`src/rtl/flag_pkg.sv`:
```
// flag_pkg: flag bit positions, flag width and ALU opcode encodings shared by the flag status unit.
package flag_pkg;
  localparam int FLAG_W = 6;
  localparam int F_Z  = 0;
  localparam int F_C  = 1;
  localparam int F_N  = 2;
  localparam int F_V  = 3;
  localparam int F_DD = 4;
  localparam int F_DZ = 5;
  localparam logic [3:0] OP_ADD = 4'b0000;
  localparam logic [3:0] OP_SUB = 4'b0001;
  localparam logic [3:0] OP_MUL = 4'b0010;
  localparam logic [3:0] OP_DIV = 4'b0011;
endpackage

```
`src/rtl/flag_stack.sv`:
```
// flag_stack: LIFO of saved flag words with full/empty status and a sticky misuse error.
module flag_stack #(
  parameter int FLAG_W      = 6,
  parameter int STACK_DEPTH = 4
) (
  input  logic              clk,
  input  logic              rst_n,
  input  logic              push,
  input  logic              pop,
  input  logic              clr,
  input  logic [FLAG_W-1:0] din,
  output logic [FLAG_W-1:0] dout,
  output logic              full,
  output logic              empty,
  output logic              err
);
  localparam int AW = $clog2(STACK_DEPTH);
  localparam int DW = $clog2(STACK_DEPTH + 1);
  logic [FLAG_W-1:0] mem [STACK_DEPTH];
  logic [DW-1:0]     depth;
  logic              do_push, do_pop;
  assign full    = depth == DW'(STACK_DEPTH);
  assign empty   = depth == '0;
  assign do_push = push & ~pop & ~full;
  assign do_pop  = pop & ~push & ~empty;
  assign dout    = mem[AW'(depth - DW'(1))];
  always_ff @(posedge clk or negedge rst_n)
    if (!rst_n) begin
      depth <= '0;
      err   <= 1'b0;
    end else begin
      if (do_push) depth <= depth + DW'(1);
      else if (do_pop) depth <= depth - DW'(1);
      err <= (err & ~clr) | (push & ~pop & full) | (pop & ~push & empty);
    end
  // storage is deliberately not reset; depth alone defines valid contents
  always_ff @(posedge clk)
    if (do_push) mem[AW'(depth)] <= din;
endmodule

```
`src/rtl/flag_status_unit.sv`:
```
// flag_status_unit: registered ALU status flags {DZ,DD,V,N,C,Z} with optional save/restore stack.
// Define FLAG_STACK_EN to build the flag save stack; otherwise push/pop are ignored.
module flag_status_unit
  import flag_pkg::*;
#(
  parameter int DATA_W      = 16,
  parameter int STACK_DEPTH = 4
) (
  input  logic              clk,
  input  logic              rst_n,
  input  logic              alu_valid,
  input  logic [DATA_W-1:0] result,
  input  logic              carry_out,
  input  logic              overflow_out,
  input  logic [3:0]        opcode,
  input  logic [DATA_W-1:0] src2,
  input  logic              push,
  input  logic              pop,
  input  logic              clr_err,
  output logic [FLAG_W-1:0] flags,
  output logic              stack_full,
  output logic              stack_empty,
  output logic              stack_err
);
  logic [FLAG_W-1:0] alu_f, base_f, next_f, stack_top;
  logic              pop_ok, is_div, div0, ld_cv, clr_cv;
`ifdef FLAG_STACK_EN
  flag_stack #(.FLAG_W(FLAG_W), .STACK_DEPTH(STACK_DEPTH)) u_stack (
    .clk(clk), .rst_n(rst_n), .push(push), .pop(pop), .clr(clr_err),
    .din(flags), .dout(stack_top), .full(stack_full), .empty(stack_empty), .err(stack_err)
  );
  assign pop_ok = pop & ~push & ~stack_empty;
`else
  localparam int unused_depth = STACK_DEPTH;
  logic unused_stack;
  assign unused_stack = ^{push, pop};
  assign stack_top    = '0;
  assign stack_full   = 1'b0;
  assign stack_empty  = 1'b1;
  assign stack_err    = 1'b0;
  assign pop_ok       = 1'b0;
`endif
  assign is_div = opcode == OP_DIV;
  assign div0   = alu_valid & is_div & (src2 == '0);
  assign ld_cv  = (opcode == OP_ADD) | (opcode == OP_SUB);
  assign clr_cv = (opcode == OP_MUL) | is_div;
  always_comb begin
    alu_f        = flags;
    alu_f[F_Z]   = result == '0;
    alu_f[F_N]   = result[DATA_W-1];
    alu_f[F_C]   = ld_cv ? carry_out : clr_cv ? 1'b0 : flags[F_C];
    alu_f[F_V]   = ld_cv ? overflow_out : clr_cv ? 1'b0 : flags[F_V];
    alu_f[F_DD]  = is_div & (src2 != '0);
    base_f       = pop_ok ? stack_top : alu_valid ? alu_f : flags;
    next_f       = base_f;
    next_f[F_DZ] = (base_f[F_DZ] & ~clr_err) | div0;
  end
  always_ff @(posedge clk or negedge rst_n)
    if (!rst_n) flags <= '0;
    else flags <= next_f;
endmodule

```
`config.mk`:
```
export PLATFORM = sky130hd
export DESIGN_NAME = flag_status_unit
export DESIGN_NICKNAME = d
export VERILOG_FILES = /design/src/rtl/flag_pkg.sv /design/src/rtl/flag_stack.sv /design/src/rtl/flag_status_unit.sv
export SDC_FILE = /design/constraint.sdc
export NUM_CORES = 1
export LEC_CHECK = 0
export CAP_MARGIN = 25
export CORE_MARGIN = 2
export CORE_UTILIZATION = 21
export CTS_BUF_LIST = sky130_fd_sc_hd__clkbuf_4 sky130_fd_sc_hd__clkbuf_8 sky130_fd_sc_hd__clkbuf_16
export DETAILED_ROUTE_END_ITERATION = 10
export PLACE_DENSITY = 0.76
export SLEW_MARGIN = 20
export SYNTH_ARGS = -nofsm -noshare
export SYNTH_HDL_FRONTEND = slang
export SYNTH_SLANG_ARGS = --single-unit
```
`constraint.sdc`:
```
create_clock -name clk -period 0.8 [get_ports clk]
set_input_delay 0.12 -clock clk [delete_from_list [all_inputs] [get_ports clk]]
set_output_delay 0.12 -clock clk [all_outputs]
set_load 0.01 [all_outputs]
```
After elaboration in Yosys (flattened, before gate mapping)
Index checks and enable logic that the tools add are counted.

Register bits after elaboration: 6. Input bits: 44. Output and inout bits: 9. Word-level logic and storage cells: 23.

Eq/ne operators: 3. Mux-type cells: 3. Bitwise logic cells: 8. Reductions and logical operators: 6.

Operators with widths (count): $logic_not 16->1 (2); $reduce_bool 16->1 (1); $eq 4x2->1 const B (2); $and 1x1->1 (4); $eq 4x1->1 const B (1); $logic_not 4->1 (1); $mux 1 (3); $or 1x1->1 (3); $reduce_and 2->1 (1); $reduce_bool 2->1 (1); $not 1->1 (1).

Logic depth before layout (Yosys ltp)
Gate-level depths: netlist of the first run.

Depth after elaboration: 4. Mapped depth: 3. Mapped depth without buffers: 3.

Worst setup path after synthesis of the first run
OpenSTA, ideal clock, no wires.

Kind: in2reg. Start point: input port src2[10]. End point: register flags[4]. Library setup time: 0.120 ns. Arrival time: 0.727 ns. Required time: 0.680 ns. Slack: -0.048 ns. Cell stages on the path: 3. Path buffers: 0. Cell sequence: nor4_2 -> nand4_1 -> a41o_1.

Word-level cells in the longest chain between the ends: 2.

Ends and longest elaborated chain: start, declared (line flag_status_unit.sv:16) `input logic [DATA_W-1:0] src2,`; $reduce_bool 16->1 (line flag_status_unit.sv:53) `alu_f[F_DD] = is_div & (src2 != '0);`; $and 1x1->1 (line flag_status_unit.sv:53); end signal, assigned (line flag_status_unit.sv:60) `else flags <= next_f;`; end, declared (line flag_status_unit.sv:20) `output logic [FLAG_W-1:0] flags,`.

No other way between the ends. A chain may end at the register's enable or synchronous reset.

Final worst setup path of the first run
Start point: register flags[4]. End point: output port flags[4].

No word-level cell between the ends.

==> summary.md, run 1 <==
| Metric | Value |
|---|---|
| Outcome | `finished, violations left` |
| Violated checks | `negative setup slack` |
| Layer with the highest usage | `met2` |
| Top reg by flops | `flags` |
| Synth cell types | `17` |
| Met2 usage | `about a quarter` |
| Vias per cell | `approximately 4.3` |
| DIE AREA | `approximately 2200 µm²` |
| Worst R2R Setup Slack | `0 ns` |
| N_diodes | `0` |
| Max reg flops | `6` |
| CTS tree | `built` |
| Post-CTS setup buffers | `0` |
| Initial antenna violation count | `0` |
| Routed WL per cell | `10.7 µm` |
| CTS max path bufs | `2` |
| Hold WC Path Type | `primary input to async pin` |
| Final worst path period need | `0.882 ns` |
| DR DRC count | `0` |
| CP delay by family, top | `flip-flops` |
| Hold WS | `0.115 ns` |
| Post-CTS Hold Fix Bufs | `0` |
| Core Footprint | `1730 µm²` |
| Worst skew pair latency | `0.25 ns` |
| Syn. warnings | `0` |
| GRT Util Overall | `13.2%` |
| DIE WIDTH | `46.8 µm` |
| Critical Path End Type | `output pin` |
| M1 GR Usage | `between 10% and 20%` |
| #FFs+latches synth | `6` |
| Top FF cell, synth | `dfrtp_1` |
| Crit share post-route | `110%` |
| Unrepaired setup endpoints after global routing | `true` |
| Sequential share of the synthesized area | `just under 40%` |
| Area growth, synth to finish | `119%` |
| Top Ports | `53` |
| Gate Count Post-Synth | `38` |
| H-tree depth | `1` |
| Top cells by count, synth | `dfrtp_1 (6), buf_4 (4), inv_1 (4), nor4_2 (4), nor4_1 (3)` |
| Mean post-synth cell area | `10.1 µm²` |
| CP Class | `flip-flop to output pin` |
| First-pass DRT Iterations | `1` |
| Reg clk slew, reported paths | `0.04 ns` |
| Worst-case vdd ir drop | `approximately 0.65 mV` |
| Critical Path Source Type | `flip-flop` |
| WP data arrival | `roughly 0.76 ns` |
| Mapped cell area | `385 µm²` |
| M3 GR Usage | `8.46%` |
| Number of synthesized flops with an enable pin | `0` |
| Leading area contributor after synthesis | `dfrtp_1` |
| Yosys top cell area share | `39.0%` |
| Max Freq | `1130 MHz` |
| Leakage power | `~0.4 nW` |
| Max-slew violations | `0` |
| Via Count | `479` |
| Initial Utilization | `~22%` |
| Fraction of registers with async set/reset | `100%` |
| # port buffers | `47` |
| Number of global-route vias before repair | `495` |
| Final Instance Area | `842 µm²` |
| Worst path required time | `0.68 ns` |
| Clock skew | `0 ns` |
| Max cap viols | `0` |
| Total CTS buffers | `3` |
| Share of layout cells above drive strength 1 | `29.9%` |
| Final core occ | `48.8%` |
| CP max stage cell | `dfrtp_1` |
| Most common cell in the synthesized netlist | `dfrtp_1` |
| Largest registers | `flags: 6 flops` |
| Nets | `about 130` |
| ANT nets after route | `0` |
| First-pass GRT wire length | `roughly 1900 µm` |
| Final Hold Vio Count | `0` |
| Dpl cell area | `876 µm²` |
| PD cells | `1040 nW/µm²` |
| Total wire length | `1200 µm` |
| Final setup viols | `7` |
| Main area contributors after synthesis | `dfrtp_1 (39%), nor4_2 (13%), buf_4 (7.8%), nor3b_4 (4.9%), nor4_1 (4.9%)` |
| Critical path cell sequence | `buf_2` |
| GP Congestion | `just under 0.7` |
| CP Buf/Inv Count | `1` |
| Clock Tree Root | `clkbuf_4` |
| Largest net degree at the start of global routing | `7` |
| Die height | `around 47 µm` |
| # rows | `15` |
| Initial DRC Count | `0` |
| # clock sinks | `6` |
| Final Worst Setup Slack | `-0.0824 ns` |
| Worst Path Max Fanout | `2` |
| Max incr delay on CP | `0.38 ns` |
| GR Overflow Total | `0` |
-- layout by cell type (no fill, tap or decap) --
cell type        instances
or3b_1                   1
mux2_2                   1
nor3b_4                  1
nor4_2                   6
conb_1                   3
nor2b_4                  1
a41o_1                   1
inv_1                    4
dfrtp_1                  6
o21ai_0                  2
nand4_1                  2
dlymetal6s2s_1           2
nor2_1                   1
clkdlybuf4s50_1          9
nand3b_1                 2
buf_2                   12
buf_4                    2
clkdlybuf4s15_1          7
clkbuf_4                 3
dlygate4sd2_1           17
nand3_1                  1
nor4_1                   1
o22ai_1                  2
-- metal layers --
layer  vias to the layer above  routed length [µm]
met3                         3                 157
met5                         -                   0
met1                       214                 367
met2                        29                 660
li1                        233                   -
met4                         0                   9
-- power by group --
group / switching [mW] / leakage, nW / internal [mW]
Sequential: 0.00984 / 0.0792 / 0.327
Combinational: 0.0965 / 0.304 / 0.169
Clock: 0.106 / 0.0138 / 0.169
Total: 0.212 / 0.397 / 0.665
-- per-stage QoR --
step	power, mW	worst slack, ns	cells	TNS [ns]
after floorplan	0.408	-0.0245	39	-0.0245
after global placement	0.672	-0.484	109	-3.53
after detailed placement	0.678	-0.501	109	-3.76
after CTS	0.896	-0.0987	112	-0.521
after global routing	0.951	-0.127	112	-0.710
final	0.877	-0.0824	112	-0.428
-- final cells by class --
cell class	count	area, µm²
Multi-Input combinational cell	25	214
Timing Repair Buffer	49	409
Tap cell	25	31.3
Clock buffer	3	22.5
Sequential cell	6	150
Fill cell	194	885
Inverter	4	15.0
-- what timing repair did --
| action | CTS | global route |
|---|---|---|
| endpoints found under the setup margin | 12 | 10 |
| hold endpoints to repair | 0 | 0 |
| pin swaps | 14 | 6 |
| gates resized for setup | 80 | 3 |
-- kinds of logic (layout without fill, tap and decap cells) --
group / count (synthesis) / after routing / synth area share [%]
AND/OR/NAND/NOR: 16 / 16 / 36.0
multiplexers: 1 / 1 / 2.92
other: 2 / 3 / 1.95
buffers and inverters: 8 / 56 / 11.7
flip-flops: 6 / 6 / 39.0
AO/OA/AOI/OAI: 5 / 5 / 8.44
-- worst paths after layout --
path,cells past startpoint,end,startpoint
worst max-delay path,1,flags[4],flags[4]$_DFFE_PN0P_
worst min-delay path,1,flags[0]$_DFFE_PN0P_,rst_n
worst max register to register,2,flags[4]$_DFFE_PN0P_,flags[4]$_DFFE_PN0P_
worst min register to register,1,flags[2]$_DFFE_PN0P_,flags[2]$_DFFE_PN0P_
max in group asynchronous,1,flags[4]$_DFFE_PN0P_,rst_n
min in group clk,3,flags[0]$_DFFE_PN0P_,result[14]
No activity file was read; power rests on OpenSTA's default activity.
==> run 2, diff against run 1 <==
--- a/config.mk
+++ b/config.mk
@@ -7,10 +7,10 @@
 export LEC_CHECK = 0
 export CAP_MARGIN = 25
 export CORE_MARGIN = 2
-export CORE_UTILIZATION = 21
+export CORE_UTILIZATION = 23
 export CTS_BUF_LIST = sky130_fd_sc_hd__clkbuf_4 sky130_fd_sc_hd__clkbuf_8 sky130_fd_sc_hd__clkbuf_16
 export DETAILED_ROUTE_END_ITERATION = 10
-export PLACE_DENSITY = 0.76
+export PLACE_DENSITY = 0.79
 export SLEW_MARGIN = 20
 export SYNTH_ARGS = -nofsm -noshare
 export SYNTH_HDL_FRONTEND = slang
==> constraint.sdc (replaced) <==
create_clock -name clk -period 0.95 [get_ports clk]
set_input_delay 0.1425 -clock clk [delete_from_list [all_inputs] [get_ports clk]]
set_output_delay 0.1425 -clock clk [all_outputs]
set_load 0.01 [all_outputs]
==> summary.md, run 2 (synthesized netlist as in run 1, its figures left out) <==
| Metric | Value |
|---|---|
| Worst skew pair latency | `0.24 ns` |
| Clock skew | `0 ns` |
| Nets | `133` |
| DIE WIDTH | `44.9 µm` |
| WP data arrival | `0.76 ns` |
| Final setup viols | `0` |
| Post-CTS setup buffers | `0` |
| Critical Path Source Type | `flip-flop` |
| Worst-case vdd ir drop | `0.700 mV` |
| Outcome | `complete, no violations` |
| Core Footprint | `1540 µm²` |
| Final worst path period need | `0.899 ns` |
| Sequential cell fraction of total power | `37.5%` |
| Top Ports | `53` |
| H-tree depth | `1` |
| Top reg by flops | `flags` |
| Area growth, synth to finish | `131%` |
| Total wire length | `roughly 1400 µm` |
| Clock Tree Root | `clkbuf_4` |
| Max cap viols | `0` |
| CTS tree | `built` |
| Largest registers | `flags: 6 flops` |
| Critical Path End Type | `output pin` |
| Number of global-route vias before repair | `475` |
| CP delay by family, top | `flip-flops` |
| Crit share post-route | `94.6%` |
| Max Freq | `~1100 MHz` |
| Routed WL per cell | `about 14 µm` |
| Worst Path Max Fanout | `2` |
| Initial DRC Count | `0` |
| Via Count | `about 460` |
| Comb pwr share | `approximately a third` |
| GRT Util Overall | `around 15%` |
| Fin cells | `103` |
| Post-CTS Hold Fix Bufs | `0` |
| DIE AREA | `2020 µm²` |
| Most frequent cells in the layout | `dlygate4sd2_1 (16), clkdlybuf4s50_1 (13), dlymetal6s2s_1 (11)` |
| CP max stage cell | `dfrtp_1` |
| Final Hold Vio Count | `0` |
| Final Worst Setup Slack | `0.0511 ns` |
| Commonest non-fill, non-tap cell in the layout | `dlygate4sd2_1` |
| Max-slew violations | `0` |
| Max incr delay on CP | `around 0.37 ns` |
| Critical path cell sequence | `buf_2` |
| Cell internal pwr | `around 0.57 mW` |
| PD cells | `849 nW/µm²` |
| Leakage power | `between 0.4 and 0.5 nW` |
| # fillers | `141` |
| NetSw | `0.183 mW` |
| Hold WC Path Type | `primary input to async pin` |
| Hold WS | `0.146 ns` |
| CP Buf/Inv Count | `1` |
| Total CTS buffers | `3` |
| First-pass GRT wire length | `2150 µm` |
| TNS Setup | `0 ns` |
| Post-DP HPWL | `between 1000 and 1500 µm` |
| Die height | `44.9 µm` |
| Worst path required time | `0.81 ns` |
| CP Class | `flip-flop to output pin` |
| # rows | `14` |
| Initial Utilization | `25.0%` |
| # port buffers | `47` |
| # clock sinks | `6` |
| GP Congestion | `0.657` |
| Initial antenna violation count | `0` |
| N_diodes | `0` |
| Share of layout cells above drive strength 1 | `24.1%` |
| Pre-CTS setup slack | `-0.419 ns` |
| Unrepaired setup endpoints after global routing | `false` |
| GR Overflow Total | `0` |
| Multi-input gate area | `around 220 µm²` |
| FF+latch area | `150 µm²` |
| First-pass DRT Iterations | `1` |
| CTS max path bufs | `2` |
| Largest net degree at the start of global routing | `7` |
| Vias per cell | `approximately 4.5` |
| Max reg flops | `6` |
| ANT nets after route | `0` |
| DP Cell Count | `100` |
| Clock share of power | `31.0%` |
| Switch share | `24.3%` |
| Reg clk slew, reported paths | `0.05 ns` |
| DR DRC count | `0` |
run 2: cell type report:
cell class                      instances  share of cell area, %
Tap cell                               16                   2.25
Multi-Input combinational cell         25                   24.6
Inverter                                4                   1.69
Sequential cell                         6                   16.9
Timing Repair Buffer                   49                   52.0
Clock buffer                            3                   2.53
run 2: layer usage:
layer  part of all wire [%]  GRT usage (%)  up-vias
met3                    5.2           6.00        0
met1                     42           19.2      215
met5                      0              0        -
met4                      0           1.76        0
met2                     53           24.6       14
li1                       -              -      233
run 2: path summary, 6_finish.rpt:
path,to,startpoint,slack (ns),cells after the start
worst max register to register,flags[4]$_DFFE_PN0P_,flags[4]$_DFFE_PN0P_,0.14,2
min in group clk,flags[2]$_DFFE_PN0P_,result[15],0.22,2
max in group asynchronous,flags[4]$_DFFE_PN0P_,rst_n,0.58,1
worst min register to register,flags[2]$_DFFE_PN0P_,flags[2]$_DFFE_PN0P_,0.51,1
worst max-delay path,flags[2],flags[2]$_DFFE_PN0P_,0.05,1
worst min-delay path,flags[0]$_DFFE_PN0P_,rst_n,0.15,1
run 2: stage by stage:
step	instance area (µm²)	power [mW]	utilization, %
floorplan	389	0.344	-
CTS	842	0.766	54.6
finish	890	0.755	57.7
global route	890	0.805	57.7
global placement	865	0.564	56.1
detailed placement	865	0.568	56.1
run 2: timing repair:
action / in CTS / in global routing
gates cloned: 0 / 0
endpoints found under the hold margin: 0 / 0
pin swaps: 7 / 10
endpoints found under the setup margin: 12 / 2
resized for setup: 42 / 15
run 2: power by group through the flow:
stage	clock network, mW	logic, mW	registers [mW]
floorplan	0	0.0472	0.297
global placement	0	0.277	0.287
detailed placement	0	0.280	0.288
CTS	0.242	0.241	0.283
global route	0.263	0.258	0.284
finish	0.234	0.238	0.283
